File: src/rtl/config_ctrl_pkg.sv
// Shared types and constants for the time-setting configuration controller:
// FSM state encoding, field indices, field limits and wrap-around step helpers.
package config_ctrl_pkg;

    typedef enum logic [1:0] {
        IDLE  = 2'd0,
        LOAD  = 2'd1,
        EDIT  = 2'd2,
        WRITE = 2'd3
    } state_t;

    localparam int unsigned SM_W = 6;
    localparam int unsigned H_W  = 5;

    localparam logic [1:0] FIELD_S = 2'd0;
    localparam logic [1:0] FIELD_M = 2'd1;
    localparam logic [1:0] FIELD_H = 2'd2;

    localparam logic [SM_W-1:0] MAX_SM = 6'd59;
    localparam logic [H_W-1:0]  MAX_H  = 5'd23;

    // One step on a seconds/minutes field, wrapping 59 <-> 0.
    function automatic logic [SM_W-1:0] step_sm(input logic [SM_W-1:0] v, input logic up);
        if (up) return (v == MAX_SM) ? '0 : v + 6'd1;
        return (v == '0) ? MAX_SM : v - 6'd1;
    endfunction

    // One step on the hours field, wrapping 23 <-> 0.
    function automatic logic [H_W-1:0] step_h(input logic [H_W-1:0] v, input logic up);
        if (up) return (v == MAX_H) ? '0 : v + 5'd1;
        return (v == '0) ? MAX_H : v - 5'd1;
    endfunction

endpackage

File: src/rtl/config_ctrl_if.sv
// Bus between the button debouncers / RTC register block and config_ctrl.
// master = environment side (buttons, current time, write ack),
// slave  = controller side (edit registers, cursor, status, write request).
interface config_ctrl_if;
    import config_ctrl_pkg::*;

    logic            btn_cfg;
    logic            btn_der;
    logic            btn_izq;
    logic            btn_up;
    logic            btn_down;
    logic [SM_W-1:0] cur_s;
    logic [SM_W-1:0] cur_m;
    logic [H_W-1:0]  cur_h;
    logic            wr_ack;
    logic [SM_W-1:0] edit_s;
    logic [SM_W-1:0] edit_m;
    logic [H_W-1:0]  edit_h;
    logic [1:0]      dir;
    logic            cfg_active;
    logic            wr_req;

    modport master (
        output btn_cfg, btn_der, btn_izq, btn_up, btn_down,
        output cur_s, cur_m, cur_h, wr_ack,
        input  edit_s, edit_m, edit_h, dir, cfg_active, wr_req
    );

    modport slave (
        input  btn_cfg, btn_der, btn_izq, btn_up, btn_down,
        input  cur_s, cur_m, cur_h, wr_ack,
        output edit_s, edit_m, edit_h, dir, cfg_active, wr_req
    );

endinterface

File: src/rtl/config_ctrl_cursor.sv
// Field cursor for the edit session: counts 0..2 with wrap in both
// directions; der wins over izq; held at 0 whenever not enabled.
module cfg_cursor
    import config_ctrl_pkg::*;
(
    input  logic       clk,
    input  logic       reset,
    input  logic       der_i,
    input  logic       izq_i,
    input  logic       en_i,
    output logic [1:0] dir_o
);

    logic [1:0] dir_q, dir_d;

    // Next cursor position: forced to seconds when disabled, else wrap-around move.
    always_comb begin
        dir_d = dir_q;
        if (!en_i) begin
            dir_d = FIELD_S;
        end else if (der_i) begin
            dir_d = (dir_q == FIELD_H) ? FIELD_S : dir_q + 2'd1;
        end else if (izq_i) begin
            dir_d = (dir_q == FIELD_S) ? FIELD_H : dir_q - 2'd1;
        end
    end

    // Cursor register.
    always_ff @(posedge clk or posedge reset) begin
        if (reset) dir_q <= FIELD_S;
        else       dir_q <= dir_d;
    end

    assign dir_o = dir_q;

endmodule

File: src/rtl/config_ctrl.sv
// Time-setting configuration controller: button presses drive an edit
// session (IDLE -> LOAD -> EDIT -> WRITE) over seconds/minutes/hours and the
// edited time is handed to the RTC with a req/ack handshake.
// Optional feature: define AUTO_REPEAT_EN for hold-to-repeat on up/down.
module config_ctrl
    import config_ctrl_pkg::*;
#(
    parameter int unsigned TIMEOUT_CYCLES = 2**28
`ifdef AUTO_REPEAT_EN
    ,
    parameter int unsigned REPEAT_DELAY   = 50_000_000,
    parameter int unsigned REPEAT_PERIOD  = 10_000_000
`endif
) (
    input logic           clk,
    input logic           reset,
    config_ctrl_if.slave  bus
);

    state_t          state_q, state_d;
    logic [4:0]      hist_q;
    logic [4:0]      lvl, press;
    logic            p_cfg, p_der, p_izq, p_up, p_dn, any_press;
    logic            rep_up, rep_dn, rep_any;
    logic            up_ev, dn_ev;
    logic [31:0]     to_q, to_d;
    logic            timeout_hit;
    logic            cfg_active_q, wr_req_q;
    logic [SM_W-1:0] es_q, es_d, em_q, em_d;
    logic [H_W-1:0]  eh_q, eh_d;
    logic [1:0]      dir;
    logic            cur_en;

    // A press is a level seen high now but low on the previous edge.
    assign lvl       = {bus.btn_cfg, bus.btn_der, bus.btn_izq, bus.btn_up, bus.btn_down};
    assign press     = lvl & ~hist_q;
    assign p_cfg     = press[4];
    assign p_der     = press[3];
    assign p_izq     = press[2];
    assign p_up      = press[1];
    assign p_dn      = press[0];
    assign any_press = |press;

`ifdef AUTO_REPEAT_EN
    logic [31:0] hold_q, hold_d;
    logic        rep_phase_q, rep_phase_d;
    logic        rep_fire;

    // Hold counter: runs while exactly one of up/down is held in EDIT with no
    // new press; first repeat after REPEAT_DELAY, then every REPEAT_PERIOD.
    always_comb begin
        hold_d      = '0;
        rep_phase_d = 1'b0;
        rep_fire    = 1'b0;
        if (state_q == EDIT && (bus.btn_up ^ bus.btn_down) && !any_press) begin
            hold_d      = hold_q + 32'd1;
            rep_phase_d = rep_phase_q;
            if (hold_d == (rep_phase_q ? REPEAT_PERIOD : REPEAT_DELAY)) begin
                rep_fire    = 1'b1;
                hold_d      = '0;
                rep_phase_d = 1'b1;
            end
        end
    end

    // Hold counter registers.
    always_ff @(posedge clk or posedge reset) begin
        if (reset) begin
            hold_q      <= '0;
            rep_phase_q <= 1'b0;
        end else begin
            hold_q      <= hold_d;
            rep_phase_q <= rep_phase_d;
        end
    end

    assign rep_up = rep_fire & bus.btn_up;
    assign rep_dn = rep_fire & bus.btn_down;
`else
    assign rep_up = 1'b0;
    assign rep_dn = 1'b0;
`endif

    assign rep_any     = rep_up | rep_dn;
    assign up_ev       = p_up | rep_up;
    assign dn_ev       = p_dn | rep_dn;
    assign timeout_hit = (state_q == EDIT) && !any_press && !rep_any &&
                         (to_q == TIMEOUT_CYCLES - 32'd1);

    // Next-state logic for the edit session.
    always_comb begin
        state_d = state_q;
        case (state_q)
            IDLE:    if (p_cfg) state_d = LOAD;
            LOAD:    state_d = EDIT;
            EDIT: begin
                if (p_cfg)            state_d = WRITE;
                else if (timeout_hit) state_d = IDLE;
            end
            WRITE:   if (bus.wr_ack) state_d = IDLE;
            default: state_d = IDLE;
        endcase
    end

    // Inactivity counter: counts quiet EDIT cycles, reloads on any activity.
    always_comb begin
        to_d = '0;
        if (state_q == EDIT && !any_press && !rep_any && !timeout_hit)
            to_d = to_q + 32'd1;
    end

    // State, Moore outputs, button history and inactivity counter.
    always_ff @(posedge clk or posedge reset) begin
        if (reset) begin
            state_q      <= IDLE;
            cfg_active_q <= 1'b0;
            wr_req_q     <= 1'b0;
            hist_q       <= '0;
            to_q         <= '0;
        end else begin
            state_q      <= state_d;
            cfg_active_q <= (state_d != IDLE);
            wr_req_q     <= (state_d == WRITE);
            hist_q       <= lvl;
            to_q         <= to_d;
        end
    end

    // The cursor only moves on edges that stay within EDIT; elsewhere it sits at seconds.
    assign cur_en = (state_q == EDIT) && (state_d == EDIT);

    cfg_cursor u_cursor (
        .clk   (clk),
        .reset (reset),
        .der_i (p_der),
        .izq_i (p_izq),
        .en_i  (cur_en),
        .dir_o (dir)
    );

    // Edit registers: loaded from the clock in LOAD, stepped at the current cursor in EDIT.
    always_comb begin
        es_d = es_q;
        em_d = em_q;
        eh_d = eh_q;
        if (state_q == LOAD) begin
            es_d = bus.cur_s;
            em_d = bus.cur_m;
            eh_d = bus.cur_h;
        end else if (state_q == EDIT && !p_cfg && (up_ev ^ dn_ev)) begin
            case (dir)
                FIELD_S: es_d = step_sm(es_q, up_ev);
                FIELD_M: em_d = step_sm(em_q, up_ev);
                FIELD_H: eh_d = step_h(eh_q, up_ev);
                default: ;
            endcase
        end
    end

    // Edit register storage.
    always_ff @(posedge clk or posedge reset) begin
        if (reset) begin
            es_q <= '0;
            em_q <= '0;
            eh_q <= '0;
        end else begin
            es_q <= es_d;
            em_q <= em_d;
            eh_q <= eh_d;
        end
    end

    assign bus.edit_s     = es_q;
    assign bus.edit_m     = em_q;
    assign bus.edit_h     = eh_q;
    assign bus.dir        = dir;
    assign bus.cfg_active = cfg_active_q;
    assign bus.wr_req     = wr_req_q;

endmodule

File: src/flat_wrapper.sv
// flat-port wrapper written by rule: the top's interface ports become plain ports
module config_ctrl_flat import config_ctrl_pkg::*;
#(
    parameter int unsigned TIMEOUT_CYCLES = 2**28

)
  (clk, reset, bus_btn_cfg, bus_btn_der, bus_btn_izq, bus_btn_up, bus_btn_down, bus_cur_s, bus_cur_m, bus_cur_h, bus_wr_ack, bus_edit_s, bus_edit_m, bus_edit_h, bus_dir, bus_cfg_active, bus_wr_req);
  config_ctrl_if bus_i ();
  input logic clk;
  input logic reset;
  input wire logic [$bits(bus_i.btn_cfg)-1:0] bus_btn_cfg;
  input wire logic [$bits(bus_i.btn_der)-1:0] bus_btn_der;
  input wire logic [$bits(bus_i.btn_izq)-1:0] bus_btn_izq;
  input wire logic [$bits(bus_i.btn_up)-1:0] bus_btn_up;
  input wire logic [$bits(bus_i.btn_down)-1:0] bus_btn_down;
  input wire logic [$bits(bus_i.cur_s)-1:0] bus_cur_s;
  input wire logic [$bits(bus_i.cur_m)-1:0] bus_cur_m;
  input wire logic [$bits(bus_i.cur_h)-1:0] bus_cur_h;
  input wire logic [$bits(bus_i.wr_ack)-1:0] bus_wr_ack;
  output wire logic [$bits(bus_i.edit_s)-1:0] bus_edit_s;
  output wire logic [$bits(bus_i.edit_m)-1:0] bus_edit_m;
  output wire logic [$bits(bus_i.edit_h)-1:0] bus_edit_h;
  output wire logic [$bits(bus_i.dir)-1:0] bus_dir;
  output wire logic [$bits(bus_i.cfg_active)-1:0] bus_cfg_active;
  output wire logic [$bits(bus_i.wr_req)-1:0] bus_wr_req;
  assign bus_i.btn_cfg = bus_btn_cfg;
  assign bus_i.btn_der = bus_btn_der;
  assign bus_i.btn_izq = bus_btn_izq;
  assign bus_i.btn_up = bus_btn_up;
  assign bus_i.btn_down = bus_btn_down;
  assign bus_i.cur_s = bus_cur_s;
  assign bus_i.cur_m = bus_cur_m;
  assign bus_i.cur_h = bus_cur_h;
  assign bus_i.wr_ack = bus_wr_ack;
  assign bus_edit_s = bus_i.edit_s;
  assign bus_edit_m = bus_i.edit_m;
  assign bus_edit_h = bus_i.edit_h;
  assign bus_dir = bus_i.dir;
  assign bus_cfg_active = bus_i.cfg_active;
  assign bus_wr_req = bus_i.wr_req;
  config_ctrl #(.TIMEOUT_CYCLES(TIMEOUT_CYCLES)) u_core (.clk(clk), .reset(reset), .bus(bus_i));
endmodule
File: config.mk
export PLATFORM = sky130hd
export DESIGN_NAME = config_ctrl_flat
export DESIGN_NICKNAME = d
export VERILOG_FILES = /design/src/rtl/config_ctrl_pkg.sv /design/src/rtl/config_ctrl_if.sv /design/src/rtl/config_ctrl_cursor.sv /design/src/rtl/config_ctrl.sv /design/src/flat_wrapper.sv
export SDC_FILE = /design/constraint.sdc
export NUM_CORES = 1
export LEC_CHECK = 0
export CORE_UTILIZATION = 55
export DETAILED_ROUTE_END_ITERATION = 10
export GPL_TIMING_DRIVEN = 0
export MAX_ROUTING_LAYER = met4
export PLACE_DENSITY = 0.79
export SLEW_MARGIN = 0
export SYNTH_ARGS = -nofsm -noshare
export SYNTH_HDL_FRONTEND = slang
export SYNTH_SLANG_ARGS = --single-unit
File: constraint.sdc
create_clock -name clk -period 2.7 [get_ports clk]
set_input_delay 0.405 -clock clk [delete_from_list [all_inputs] [get_ports clk]]
set_output_delay 0.405 -clock clk [all_outputs]
set_load 0.02 [all_outputs]
# == Word-level counts from Yosys, hierarchy flattened ==
# Index checks and enable logic that the tools add are counted.
# word_totals
word_cells,98
n_memories,0
mem_bits_ro,0
reg_bits,60
inputBits,25
latch_bits,0
ramBits,0
output_inout_bits,21
# op_classes
reduce_logical,23
n_mux,42
bitwise,3
multipliers,0
n_shift,0
eq_ne,12
n_addsub,9
order_cmp,0
div_mod_pow,0
# op_table
operator,count
2-to-1 mux 6 bit,14
2-to-1 mux 5 bit,7
adder 32 x 1 -> 32 bit (second input constant),1
== test 32 x 28 -> 1 bit (second input constant),1
2-to-1 mux 32 bit,1
2-to-1 mux 2 bit,9
adder 6 x 1 -> 6 bit (second input constant),2
== test 6 bit (second input constant),2
logical NOT 6 bit,2
subtractor 6 x 1 -> 6 bit (second input constant),2
== test 2 bit (second input constant),5
2-to-1 mux 1 bit,10
nonzero test 2 bit,5
case mux 2 bit (4 select lines),1
logical AND 1 bit,6
AND reduction 2 bit,3
adder 5 x 1 -> 5 bit (second input constant),1
AND 5 bit,1
== test 5 bit (second input constant),1
logical NOT 5 bit,1
inverter 5 bit,1
OR reduction 5 bit,1
subtractor 5 x 1 -> 5 bit (second input constant),1
== test 2 x 1 -> 1 bit (second input constant),2
other kinds (6),9

# == Longest topological paths before layout ==
# depth
ltp_word,12
depth_mapped,11
depth_no_buf,7

# == Hierarchy ==
# A second synthesis with hierarchy kept.
# hier_totals
cells_unflattened,414
hier_area_um2,3681.0
# modules_own_cells
mod,cells_per_inst,area_each_um2,seq_area_each_um2,n_inst
config_ctrl,397,3513.4,1451.4,1
cfg_cursor,17,167.7,50.0,1

# == Worst setup path before layout ==
# OpenSTA, ideal clock, no wires.
# synth_timing
path_type,input -> register
from,in bus_btn_up
to,"reg u_core.em_q[2], in the netlist u_core.bus.edit_m[2]"
n_path_buf,3
arrival_time_ns,2.018
stages,9
setup_slack_ns,0.532
t_required_ns,2.550
setup_time_ns,0.150
path_cell_list,nor2b_1 -> clkbuf_1 -> inv_1 -> buf_2 -> ha_1 -> nand4_1 -> clkbuf_1 -> o211ai_1 -> o311ai_0
# synth_between
elab_chain_cells,9
word_cells_on_any_way,13
classes_between,8 x mux; 2 x bitwise; 3 x reduce/logical
# synth_lines
item,line,text
start: declaration,flat_wrapper.sv:14,input wire logic [$bits(bus_i.btn_up)-1:0] bus_btn_up;
AND 5 bit *,config_ctrl.sv:36,assign press = lvl & ~hist_q;
2-to-1 mux 1 bit,config_ctrl_pkg.sv:24,if (up) return (v == MAX_SM) ? '0 : v + 6'd1;
2-to-1 mux 1 bit,config_ctrl.sv:151,case (dir)
2-to-1 mux 1 bit,config_ctrl.sv:150,end else if (state_q == EDIT && !p_cfg && (up_ev ^ dn_ev)) begin
2-to-1 mux 1 bit,config_ctrl.sv:146,if (state_q == LOAD) begin
2-to-1 mux 6 bit,config_ctrl_pkg.sv:25,return (v == '0) ? MAX_SM : v - 6'd1;
2-to-1 mux 6 bit,config_ctrl.sv:151,
2-to-1 mux 6 bit,config_ctrl.sv:150,
2-to-1 mux 6 bit,config_ctrl.sv:146,
end signal: assignment,config_ctrl.sv:168,em_q <= em_d;
end: declaration,config_ctrl.sv:29,"logic [SM_W-1:0] es_q, es_d, em_q, em_d;"
# Every way passes the cells marked *; elsewhere a longest branch is shown, timed or not. The select of a mux whose other input is x is not followed.
# A chain may end at the register's enable or synchronous reset.

# == Worst setup path after layout ==
# layout_timing
from,in bus_btn_up
to,reg u_core.to_q[14]
# layout_between
elab_chain_cells,8
# layout_lines
item,line,text
AND 5 bit *,config_ctrl.sv:36,
OR reduction 5 bit *,config_ctrl.sv:42,assign any_press = |press;
logical NOT 1 bit *,"config_ctrl.sv:87, config_ctrl.sv:108",
logical AND 1 bit *,"config_ctrl.sv:87, config_ctrl.sv:108",
logical AND 1 bit,config_ctrl.sv:87,assign timeout_hit = (state_q == EDIT) && !any_press && !rep_any &&
logical NOT 1 bit,config_ctrl.sv:108,if (state_q == EDIT && !any_press && !rep_any && !timeout_hit)
logical AND 1 bit *,config_ctrl.sv:108,
2-to-1 mux 32 bit *,config_ctrl.sv:108,
named net u_core.to_d[14],config_ctrl.sv:26,"logic [31:0] to_q, to_d;"
end signal: assignment,config_ctrl.sv:125,to_q <= to_d;
end: declaration,config_ctrl.sv:26,
# The timed path passes the listed nets; every way through them passes the cells marked *.

==> results.toml <==
[layout]
layout.nets = 506
areaGrowthSynthToFinish_pct = 22.63
layout-drive-gt1-share = 0.07463
antennaDiodeCount = 0
fin_util = 0.7006

[detailed_routing]
post_drt_wl_per_cell_microns = 15.53
vias = 3177
wirelength_microns = 8477
via_per_inst = 5.819
firstDrtPassIters = 4
drt_first_iter_violations = 208
drc = 0
ant_nets = 0

[logic_synthesis]
post-synth-top-area-cell = "dfrtp_1"
ys_seq_area_frac = 0.4115
synth_fp_nets = 449
synthFlopType = "dfrtp_1"
async_reset_ff_frac = 1.000
ys_warn_count = 0
synth_area_leaders = "dfrtp_1 (41%), ha_1 (5.5%), nor2_1 (5.3%)"
synth-seq-cells = 60
syn_area_sq_um = 3648
synth_edf_count = 0
synthCells = 408
yosys.cell_count.top_type = "dfrtp_1"
yosys.area.top_type_share = 0.4115
yosys-top-cells-count = "dfrtp_1 (60), nor2_1 (52), nand2_1 (31)"
synth.avg_cell_area_sq_um = 8.942
synth_cell_types = 52

[sta]
final.min_clock_period_ns = 2.491
worstMarginPinSlew_ns = 0.5990
final_hold_viol_count = 0
fin_worst_skew_ns = 0.01043
drv_slew = 0
max_freq_mhz = 401.5
finalCritPeriodShare = 0.9224
setup_violations = 0
layout_setup_ws_ns = 0.2094
relSlewSlack = 0.6001
rsz0062_at_grt = "no"

[global_route]
grt_usage = 0.2686
grt_pass1_vias = 3167
grt_pass1_wl_microns = 14530
grt_max_degree = 34
antenna_found_initial = 0
overflow = 0

[floorplan]
die_x_microns = 83.45
ios = 46
die_h_microns = 83.45
num_rows = 29
core_area_sq_um = 6386
dieArea_sq_um = 6963
initial_core_util = 0.5713

[hold_path]
min-delay-path-class = "in -> async"

[setup_path]
path_class = "in -> reg"
worstPathArrival_ns = 2.75
cp-start-kind = "primary input"
cp.required_ns = 2.96
cp-end-kind = "flop"
reg2reg_slack_ns = 0.44
cp_max_fo = 10

[clocking]
clock_latency_ns = 0.34
cts_sinks = 60
path_clk_slew_ns = 0.07
post_cts_buffers = 0
cts-root-buf = "clkbuf_8"
cts_htree_levels = 3
numCtsBuffers = 9
clk_path_buf_depth = 2
cts_tree = "built"

[power]
p_leak_nw = 1.862
totalPowerFinal_mw = 3.752
power_density_nw_per_um2 = 838.6
peakVddDrop_mv = 0.5674

[status]
outcome = "finished, final reports clean"

[placement]
place.gp.congestion = 0.8802
place_hpwl_microns = 5905
pre_cts_slack_ns = -0.5367
numPortBuffers = 45

[flow_run]
max_cap_violations = 0
==> flip-flops by register name, indices dropped and copies added (netlist names) <==
| signal | count |
|---|---|
| u_core.bus.edit_h | 5 |
| u_core.state_q | 2 |
| u_core.to_q | 32 |
| u_core.hist_q | 5 |
| u_core.bus.edit_m | 6 |
| u_core.bus.edit_s | 6 |
| u_core.u_cursor.dir_o | 2 |
| u_core.bus.cfg_active | 1 |
| u_core.bus.wr_req | 1 |
==> cell type report <==
type / instances / area (sq um)
Clock buffer: 11 / 141.4
Tap cell: 77 / 96.34
Fill cell: 504 / 1912
Sequential cell: 60 / 1501
Multi-Input combinational cell: 313 / 2007
Inverter: 15 / 56.30
Buffer: 20 / 103.9
Timing Repair Buffer: 46 / 470.5
Clock inverter: 4 / 97.59
==> where the power goes <==
part           total, mW  switching (mW)  internal, mW
Combinational       1.53           0.848         0.683
Sequential          1.24           0.193          1.04
Clock              0.986           0.352         0.634
==> repair_timing <==
action | 4_1_cts | 5_1_grt
resized for setup | 1 | 7
gates cloned | 0 | 0
pin swaps | 0 | 0
setup endpoints to repair | 9 | 30
hold buffers | 0 | 0
==> final timing paths <==
check / start / endpoint / cells after the start
min in group clk: u_core.to_q[0]$_DFF_PP0_ / u_core.to_q[0]$_DFF_PP0_ / 1
max in group asynchronous: reset / u_core.bus.edit_s[0]$_DFFE_PP0P_ / 3
hold / removal: reset / u_core.to_q[3]$_DFF_PP0_ / 2
setup / recovery: bus_btn_up / u_core.to_q[14]$_DFF_PP0_ / 12
setup reg to reg: u_core.hist_q[1]$_DFF_PP0_ / u_core.to_q[14]$_DFF_PP0_ / 11
hold reg to reg: u_core.to_q[0]$_DFF_PP0_ / u_core.to_q[0]$_DFF_PP0_ / 1
==> cells by family after synthesis <==
logic type	Yosys count	synth area share
AND/OR/NAND/NOR	181	0.2641
AO/OA/AOI/OAI	75	0.1269
flip-flops	60	0.4115
XOR/XNOR	36	0.08642
buffers and inverters	35	0.04184
adder cells (fa/ha/maj)	16	0.05487
multiplexers	5	0.01440
==> worst max-delay path: stages <==
cell and delay, ns:
clkdlybuf4s50_1 0.41, nor2b_1 0.13, clkbuf_4 0.18, inv_1 0.20, clkbuf_4 0.28, ha_4 0.14
nand3_1 0.08, or2_1 0.30, a21o_1 0.18, buf_4 0.17, buf_6 0.15, nor2_1 0.12
==> routing by layer <==
metal | wire length, microns | global-route usage
met5 | 0 | -
met4 | 167 | 0.1109
met3 | 444 | 0.05964
met2 | 4182 | 0.4426
met1 | 3683 | 0.3197
==> placed cells by master (no fill, tap or decap), drive strengths merged, types with 16 or more instances in the layout <==
cell           instances
a21oi                 21
o21ai                 25
nand2                 31
clkdlybuf4s50         45
dfrtp                 60
clkbuf                25
xor2                  22
nor2                  52
nand3                 27
ha                    16
==> per-stage QoR <==
| stage | instance area, sq um | std cells | hold slack, ns | setup TNS (ns) |
|---|---|---|---|---|
| 5_1_grt | 4474 | 546 | 0.5009 | 0 |
| 3_5_place_dp | 4215 | 531 | 0.4804 | -13.35 |
| 3_3_place_gp | 4195 | 530 | 0.4733 | -27.20 |
| 4_1_cts | 4456 | 546 | 0.4653 | 0 |
| 6_report | 4474 | 546 | 0.4583 | 0 |
| 2_1_floorplan | 3649 | 408 | 0.4364 | 0 |
Power figures use the tool's default switching activity.
